--- src/rtl/miriscv_int_ctrl.sv ---
// miriscv_int_ctrl: interrupt controller between the peripheral request lines
// and the miriscv core. It masks requests with mie, selects one, and raises int_o
// with a cause code until the core executes mret. It then pulses int_fin_o for
// one cycle on the line that was served.
//
// Build option: define INT_CTRL_RR_EN for round-robin arbitration. When it is
// undefined, the lowest eligible index always wins and the pointer logic is not
// compiled in.
module miriscv_int_ctrl #(
  parameter int N_IRQ = 32
) (
  input  logic        clk_i,
  input  logic        rst_n_i,
  input  logic [31:0] int_req_i,
  input  logic [31:0] mie_i,
  input  logic        mret_i,
  output logic        int_o,
  output logic [31:0] mcause_o,
  output logic [31:0] int_fin_o
);

  // Lines above N_IRQ never take part in arbitration.
  localparam logic [31:0] LINE_MASK =
    (N_IRQ >= 32) ? 32'hFFFF_FFFF : ((32'd1 << N_IRQ) - 32'd1);

  typedef enum logic [1:0] {
    ST_IDLE  = 2'd0,
    ST_SERVE = 2'd1,
    ST_FIN   = 2'd2
  } state_e;

  state_e      state_q, state_d;
  logic        int_q, int_d;
  logic [31:0] mcause_q, mcause_d;
  logic [31:0] fin_q, fin_d;
  logic [4:0]  idx_q, idx_d;
  logic [31:0] eligible;
  logic [4:0]  sel_idx;

`ifdef INT_CTRL_RR_EN
  logic [4:0]  ptr_q, ptr_d;

  // The first eligible line found when scanning upward from ptr, wrapping at N_IRQ.
  function automatic logic [4:0] pick_rr(input logic [31:0] elig,
                                         input logic [4:0]  ptr);
    logic [4:0] r;
    logic       found;
    int         j;
    r     = '0;
    found = 1'b0;
    for (int k = 0; k < N_IRQ; k++) begin
      j = int'(ptr) + k;
      if (j >= N_IRQ) j = j - N_IRQ;
      if (!found && elig[5'(j)]) begin
        r     = 5'(j);
        found = 1'b1;
      end
    end
    return r;
  endfunction

  // The pointer value that follows a served index: (idx + 1) mod N_IRQ.
  function automatic logic [4:0] ptr_after(input logic [4:0] idx);
    if (int'(idx) >= N_IRQ - 1) return '0;
    return idx + 5'd1;
  endfunction
`else
  // The lowest set index. The loop scans downward so that the last hit is the lowest.
  function automatic logic [4:0] pick_fixed(input logic [31:0] elig);
    logic [4:0] r;
    r = '0;
    for (int i = N_IRQ - 1; i >= 0; i--) begin
      if (elig[i]) r = 5'(i);
    end
    return r;
  endfunction
`endif

  // Masked request vector and the arbitration winner for this cycle.
  always_comb begin
    eligible = int_req_i & mie_i & LINE_MASK;
`ifdef INT_CTRL_RR_EN
    sel_idx  = pick_rr(eligible, ptr_q);
`else
    sel_idx  = pick_fixed(eligible);
`endif
  end

  // Next-state and next-output logic. idx and mcause stay frozen outside IDLE.
  always_comb begin
    state_d  = state_q;
    int_d    = int_q;
    mcause_d = mcause_q;
    fin_d    = '0;
    idx_d    = idx_q;
`ifdef INT_CTRL_RR_EN
    ptr_d    = ptr_q;
`endif
    unique case (state_q)
      ST_IDLE: begin
        if (|eligible) begin
          state_d  = ST_SERVE;
          idx_d    = sel_idx;
          int_d    = 1'b1;
          mcause_d = {1'b1, 26'b0, sel_idx};
        end
      end
      ST_SERVE: begin
        if (mret_i) begin
          state_d = ST_FIN;
          int_d   = 1'b0;
          fin_d   = 32'd1 << idx_q;
`ifdef INT_CTRL_RR_EN
          ptr_d   = ptr_after(idx_q);
`endif
        end
      end
      ST_FIN: begin
        state_d = ST_IDLE;
      end
      default: begin
        state_d = ST_IDLE;
        int_d   = 1'b0;
      end
    endcase
  end

  // State and registered outputs. An asynchronous reset aborts service without a fin pulse.
  always_ff @(posedge clk_i or negedge rst_n_i) begin
    if (!rst_n_i) begin
      state_q  <= ST_IDLE;
      int_q    <= 1'b0;
      mcause_q <= '0;
      fin_q    <= '0;
      idx_q    <= '0;
`ifdef INT_CTRL_RR_EN
      ptr_q    <= '0;
`endif
    end else begin
      state_q  <= state_d;
      int_q    <= int_d;
      mcause_q <= mcause_d;
      fin_q    <= fin_d;
      idx_q    <= idx_d;
`ifdef INT_CTRL_RR_EN
      ptr_q    <= ptr_d;
`endif
    end
  end

  assign int_o     = int_q;
  assign mcause_o  = mcause_q;
  assign int_fin_o = fin_q;

endmodule

--- config.mk ---
export PLATFORM = sky130hd
export DESIGN_NAME = miriscv_int_ctrl
export DESIGN_NICKNAME = d
export VERILOG_FILES = /design/src/rtl/miriscv_int_ctrl.sv
export SDC_FILE = /design/constraint.sdc
export NUM_CORES = 1
export LEC_CHECK = 0
export BUFFER_PORTS_ARGS = -buffer_cell sky130_fd_sc_hd__buf_2
export CORE_MARGIN = 8
export CORE_UTILIZATION = 42
export DETAILED_ROUTE_END_ITERATION = 6
export PLACE_DENSITY = 0.86
export SLEW_MARGIN = 25
export SYNTH_ARGS = -nofsm -noshare
export SYNTH_HDL_FRONTEND = slang
export SYNTH_SLANG_ARGS = --single-unit
--- constraint.sdc ---
create_clock -name clk_i -period 1.9 [get_ports clk_i]
set_clock_uncertainty 0.15 [all_clocks]
set_input_delay 0.19 -clock clk_i [delete_from_list [all_inputs] [get_ports clk_i]]
set_output_delay 0.19 -clock clk_i [all_outputs]
set_load 0.05 [all_outputs]
# Yosys cells after proc, flatten, opt, wreduce, memory -nomap -nowiden
# Index checks and enable logic that the tools add are counted.
[classes]
n_eq_ne = 4
shift = 1
mux = 40
bitwise = 2
reduce_logical = 5
[op_table]
columns = ["cell", "count"]
rows = [
  ["2-to-1 mux 5 bit", 32],
  ["2-to-1 mux 32 bit", 2],
  ["AND 32 bit", 1],
  ["OR reduction 32 bit", 1],
  ["left shift 1 x 5 -> 32 bit, first input constant", 1],
  ["2-to-1 mux 2 bit", 2],
  ["!= test 2 bit, second input constant", 2],
  ["one-hot mux 2 bit (2 select lines)", 1],
  ["AND reduction 2 bit", 2],
  ["one-hot mux 1 bit (3 select lines)", 1],
  ["AND reduction 3 bit", 1],
  ["equality test 2 x 1 -> 1 bit, second input constant", 1],
  ["equality test 2 bit, second input constant", 1],
  ["zero test 2 bit", 1],
  ["2-to-1 mux 1 bit", 2],
  ["inverter 1 bit", 1],
]
[word_totals]
ff_bits = 46
in_bits = 67
output_inout_bits = 65
wordCells = 57

# Logic depth before layout (Yosys ltp)
[depth]
ltp_word = 33
depth_mapped = 6
mapped_depth_nobuf = 6

# Worst setup path after synthesis
# Ideal clock, no wire load.
[synth_path]
kind = "input to register"
start = "in int_req_i[10]"
end = "reg idx_q[1]"
setup_time_ns = 0.124
arrival_time_ns = 1.550
t_required_ns = 1.626
setup_slack_ns = 0.076
path_stages = 6
n_path_buf = 0
path_cell_list = "a22o_1 nor4_2 or3b_4 o21ai_4 or3_1 o21ai_1"
[synth_via]
elab_chain_len = 12
word_cells_on_any_way = 14
classes_between = "mux (11); bitwise (1); reduce/logical (2)"
[synth_rtl]
columns = ["item", "line", "source"]
rows = [
  ["start, declared", "14", "input logic [31:0] int_req_i,"],
  ["AND 32 bit *", "81", "eligible = int_req_i & mie_i & LINE_MASK;"],
  ["2-to-1 mux 5 bit (11 in series)", "73", "if (elig[i]) r = 5'(i);"],
  ["end signal, assigned", "144", "idx_q <= idx_d;"],
  ["end, declared", "36", "logic [4:0] idx_q, idx_d;"],
]
# Mark *: on every way between the ends. The rest lies on a longest branch, timed or not.
# A chain may end at the register's enable or synchronous reset.

# Final worst setup path
# Same ends and word-level chain as after synthesis.

==> results.txt <==
The run finished with clean final reports. The synthesized area is 2060 µm². The total number of clock tree sinks is 41. The internal power component came out at 1.75 mW. The part of the Yosys area used for sequential elements came out at 49.7%. Setup repair after global routing left no endpoint under its margin.

The height of the die came out at 86.1 µm. The largest net degree at the start of global routing is 42. Synthesis produced a netlist whose cell count is 228.

The initial antenna violation count was 0. The combinational fraction of design power came out at 40.1%. The first-iteration detailed-routing DRC count came out at 83. The number of top-level design ports came out at 132.

The all-layer global routing usage is 16.8%. The number of warnings issued by yosys came out at 0. The number of hold violations in the final report is 0.

The relative contribution of the clock network to total power came out at 23.9%. The site row count came out at 25. The flip-flop and latch count after synthesis came out at 41. The total power density per cell area came out at 1010 nW/µm².

The clock root buffer is clkbuf_8. The sum of overflow across all layers after global routing came out at 0. The average wire length per cell after detail routing is 14.2 µm.

The count of cells in the finished layout, fillers not included, comes to 437. The clock slew at the register clock pins of the worst setup and hold paths came out at 70 ps. The area of the core came out at 4720 µm². The final period demand of the worst path is 1790 ps.

Along the worst path, the maximum fanout reaches 9. The net switching share of the total power is 41.3%. The primary flip-flop cell chosen by synthesis mapping is dfrtp_1.

The die extent in x is 86.1 µm. The first detailed-routing pass ran for 4 iterations. The worst setup path is captured at a flop. The net total in the final layout is 436. The ratio of cells with drive above 1 in the final layout came out at 40.0%.

The final worst setup slack came out at 114 ps. The post-detailed-route DRC marker count came out at 0. The fraction of synthesized cell area taken by the top area cell type is 49.7%. The count of H-tree levels built during CTS came out at 2. For this run, the top clock speed supported by timing is 560 MHz. The post-CTS setup buffer count is 0. TritonCTS built the clock tree. The final-layout worst hold slack is 73.7 ps. STA puts the critical path data required time at 1920 ps. The number of pins exceeding their max-slew limit in the final report was 0. The most common cell in the netlist is dfrtp_1. The peak ir drop on the vdd network is 0.000434 V.

The arrival time at the worst endpoint came out at 1810 ps. The first-pass GRT wire length is 10100 µm. Across all layers, the routed design uses 2110 vias. The number of CTS-inserted buffers came out at 5.

The relative contribution of sequential cells to total power came out at 36.0%. The fraction of synthesis flops using an asynchronous set or reset pin came out at 100%. The growth of design area from synthesis to finish is 42.5%. The number of failing setup endpoints in the final timing report is 0. In this run the remaining antenna-violating nets after routing total 0.

The number of port buffers came out at 105. The final weighted congestion of routability-driven global placement is 0.821. Yosys attributes the largest share of cell area to dfrtp_1, buf_4, nand2_1, nor2_1, a22oi_1. The synthesized design spends more area on one cell type than any other, namely dfrtp_1. The average cell area after synthesis came out at 9.05 µm². The layout filler cell count came out at 393.

The count of distinct cell types in the synthesized netlist came out at 36. In this run, synthesis inferred 0 flip-flops with an integrated enable. The worst setup path is launched from a primary input.

Counting instances in the post-synthesis netlist gives the leading cell types as dfrtp_1, nand2_1, nor2_1. The number of maximum-capacitance violations came out at 0. The number of global-route vias before repair came out at 2351. The HPWL after detailed placement is 5200 µm. Counting tap cells, the placed design contains a total of 427 instances. The effective utilization at floorplan is 43.7%.

For this design the total switching power over the nets is 1.23 mW. The via count normalized by instance count came out at 4.83. The aggregate routed wire length came out at 6210 µm. The leakage power figure came out at 1.62 nW. 0 antenna diodes ended up in the layout. The share of the cycle needed by the critical path after routing is 94.0%. The clock insertion delay at the later pin of the skew report came out at 280 ps.

The setup slack at placement came out at -202 ps. The die covers 7410 µm². The path category of the worst min-delay check is in -> reg.

The critical path is of the in -> reg type. The maximum root-to-sink buffer count is 2.
-- placed cells by master, fill, tap and decap left out, drive strengths merged, types with 2 or more instances in the layout --
cell / netlist / final
a21boi: 2 / 2
nand2b: 4 / 4
dlygate4sd3: 0 / 2
buf: 26 / 136
nand3: 13 / 13
nand2: 39 / 39
dfrtp: 41 / 41
inv: 3 / 3
and2: 2 / 2
a22oi: 9 / 9
a32o: 3 / 3
o21ai: 9 / 9
a32oi: 3 / 3
clkbuf: 3 / 6
nor2: 39 / 39
nor2b: 3 / 3
a21oi: 7 / 7
o211ai: 2 / 2
conb: 1 / 26
a22o: 4 / 4
-- cell type report --
cell class | instances | area, µm² | share of cell area (%)
Timing Repair Buffer | 138 | 778 | 26.4
Clock inverter | 2 | 37.5 | 1.28
Inverter | 3 | 11.3 | 0.383
Sequential cell | 41 | 1030 | 34.9
Tap cell | 67 | 83.8 | 2.85
Clock buffer | 6 | 82.6 | 2.81
Multi-Input combinational cell | 180 | 923 | 31.4
-- worst paths after layout --
kind	from	endpoint	slack (ps)	depth (start not counted)
setup / recovery	int_req_i[10]	idx_q[1]$_DFFE_PN0P_	110	7
setup reg to reg	state_q[1]$_DFFE_PN0P_	int_fin_o[1]$_DFF_PN0_	370	4
max in group asynchronous	rst_n_i	state_q[1]$_DFFE_PN0P_	930	3
min in group asynchronous	rst_n_i	int_fin_o[28]$_DFF_PN0_	340	3
hold reg to reg	mcause_o[31]$_DFFE_PN0P_	mcause_o[31]$_DFFE_PN0P_	320	1
hold / removal	mie_i[2]	idx_q[0]$_DFFE_PN0P_	70	4
-- kinds of logic (layout without fill, tap and decap cells) --
group | after synthesis | count (layout) | synth area share, %
buffers and inverters | 32 | 149 | 10.5
and+or+nand+nor | 106 | 106 | 22.4
AOI/OAI and AO/OA | 48 | 48 | 17.2
DFF | 41 | 41 | 49.7
other | 1 | 26 | 0.182
-- metal layers --
layer  track usage (%)  wire, µm  share of wire [%]  vias to the layer above
li1                  -         -                  -                     1021
met3              6.78       649                 10                       14
met1              16.8      2400                 39                      943
met2              30.5      3070                 49                      132
met5                 0         0                  0                        -
met4              5.89        96                1.5                        0
-- power by group through the flow --
stage          clock network, mW  registers [mW]  logic (mW)
3_5_place_dp                   0            1.09        1.19
2_1_floorplan                  0            1.37       0.543
5_1_grt                    0.754            1.09        1.29
3_3_place_gp                   0            1.09        1.16
6_report                   0.710            1.07        1.19
4_1_cts                    0.719            1.07        1.19
-- state kept, by name, indices dropped and copies added, names as in the netlist --
name       flops
int_fin_o     32
idx_q          4
mcause_o       2
state_q        2
int_o          1
-- worst max-delay path, stage by stage --
cell and delay (ps):
buf_2 100, a22o_1 270, nor4_4 330, or3b_4 440, o21ai_4 250, or3_1 150
o21ai_1 60
-- what timing repair did --
item                       4_1_cts  5_1_grt
hold endpoints to repair        42        0
resized for setup                0        1
hold buffers                     2        0
setup endpoints to repair        0        1
-- stage by stage --
step	total power [mW]	instance area (µm²)	TNS (ps)	util, %
after detailed placement	2.28	2790	-810	59.2
after CTS	2.99	2930	0	62.1
after global routing	3.14	2940	0	62.3
final	2.97	2940	0	62.3
after global placement	2.25	2790	-305	59.2
after floorplan	1.91	2160	0	-
No activity file was read; power rests on OpenSTA's default activity.
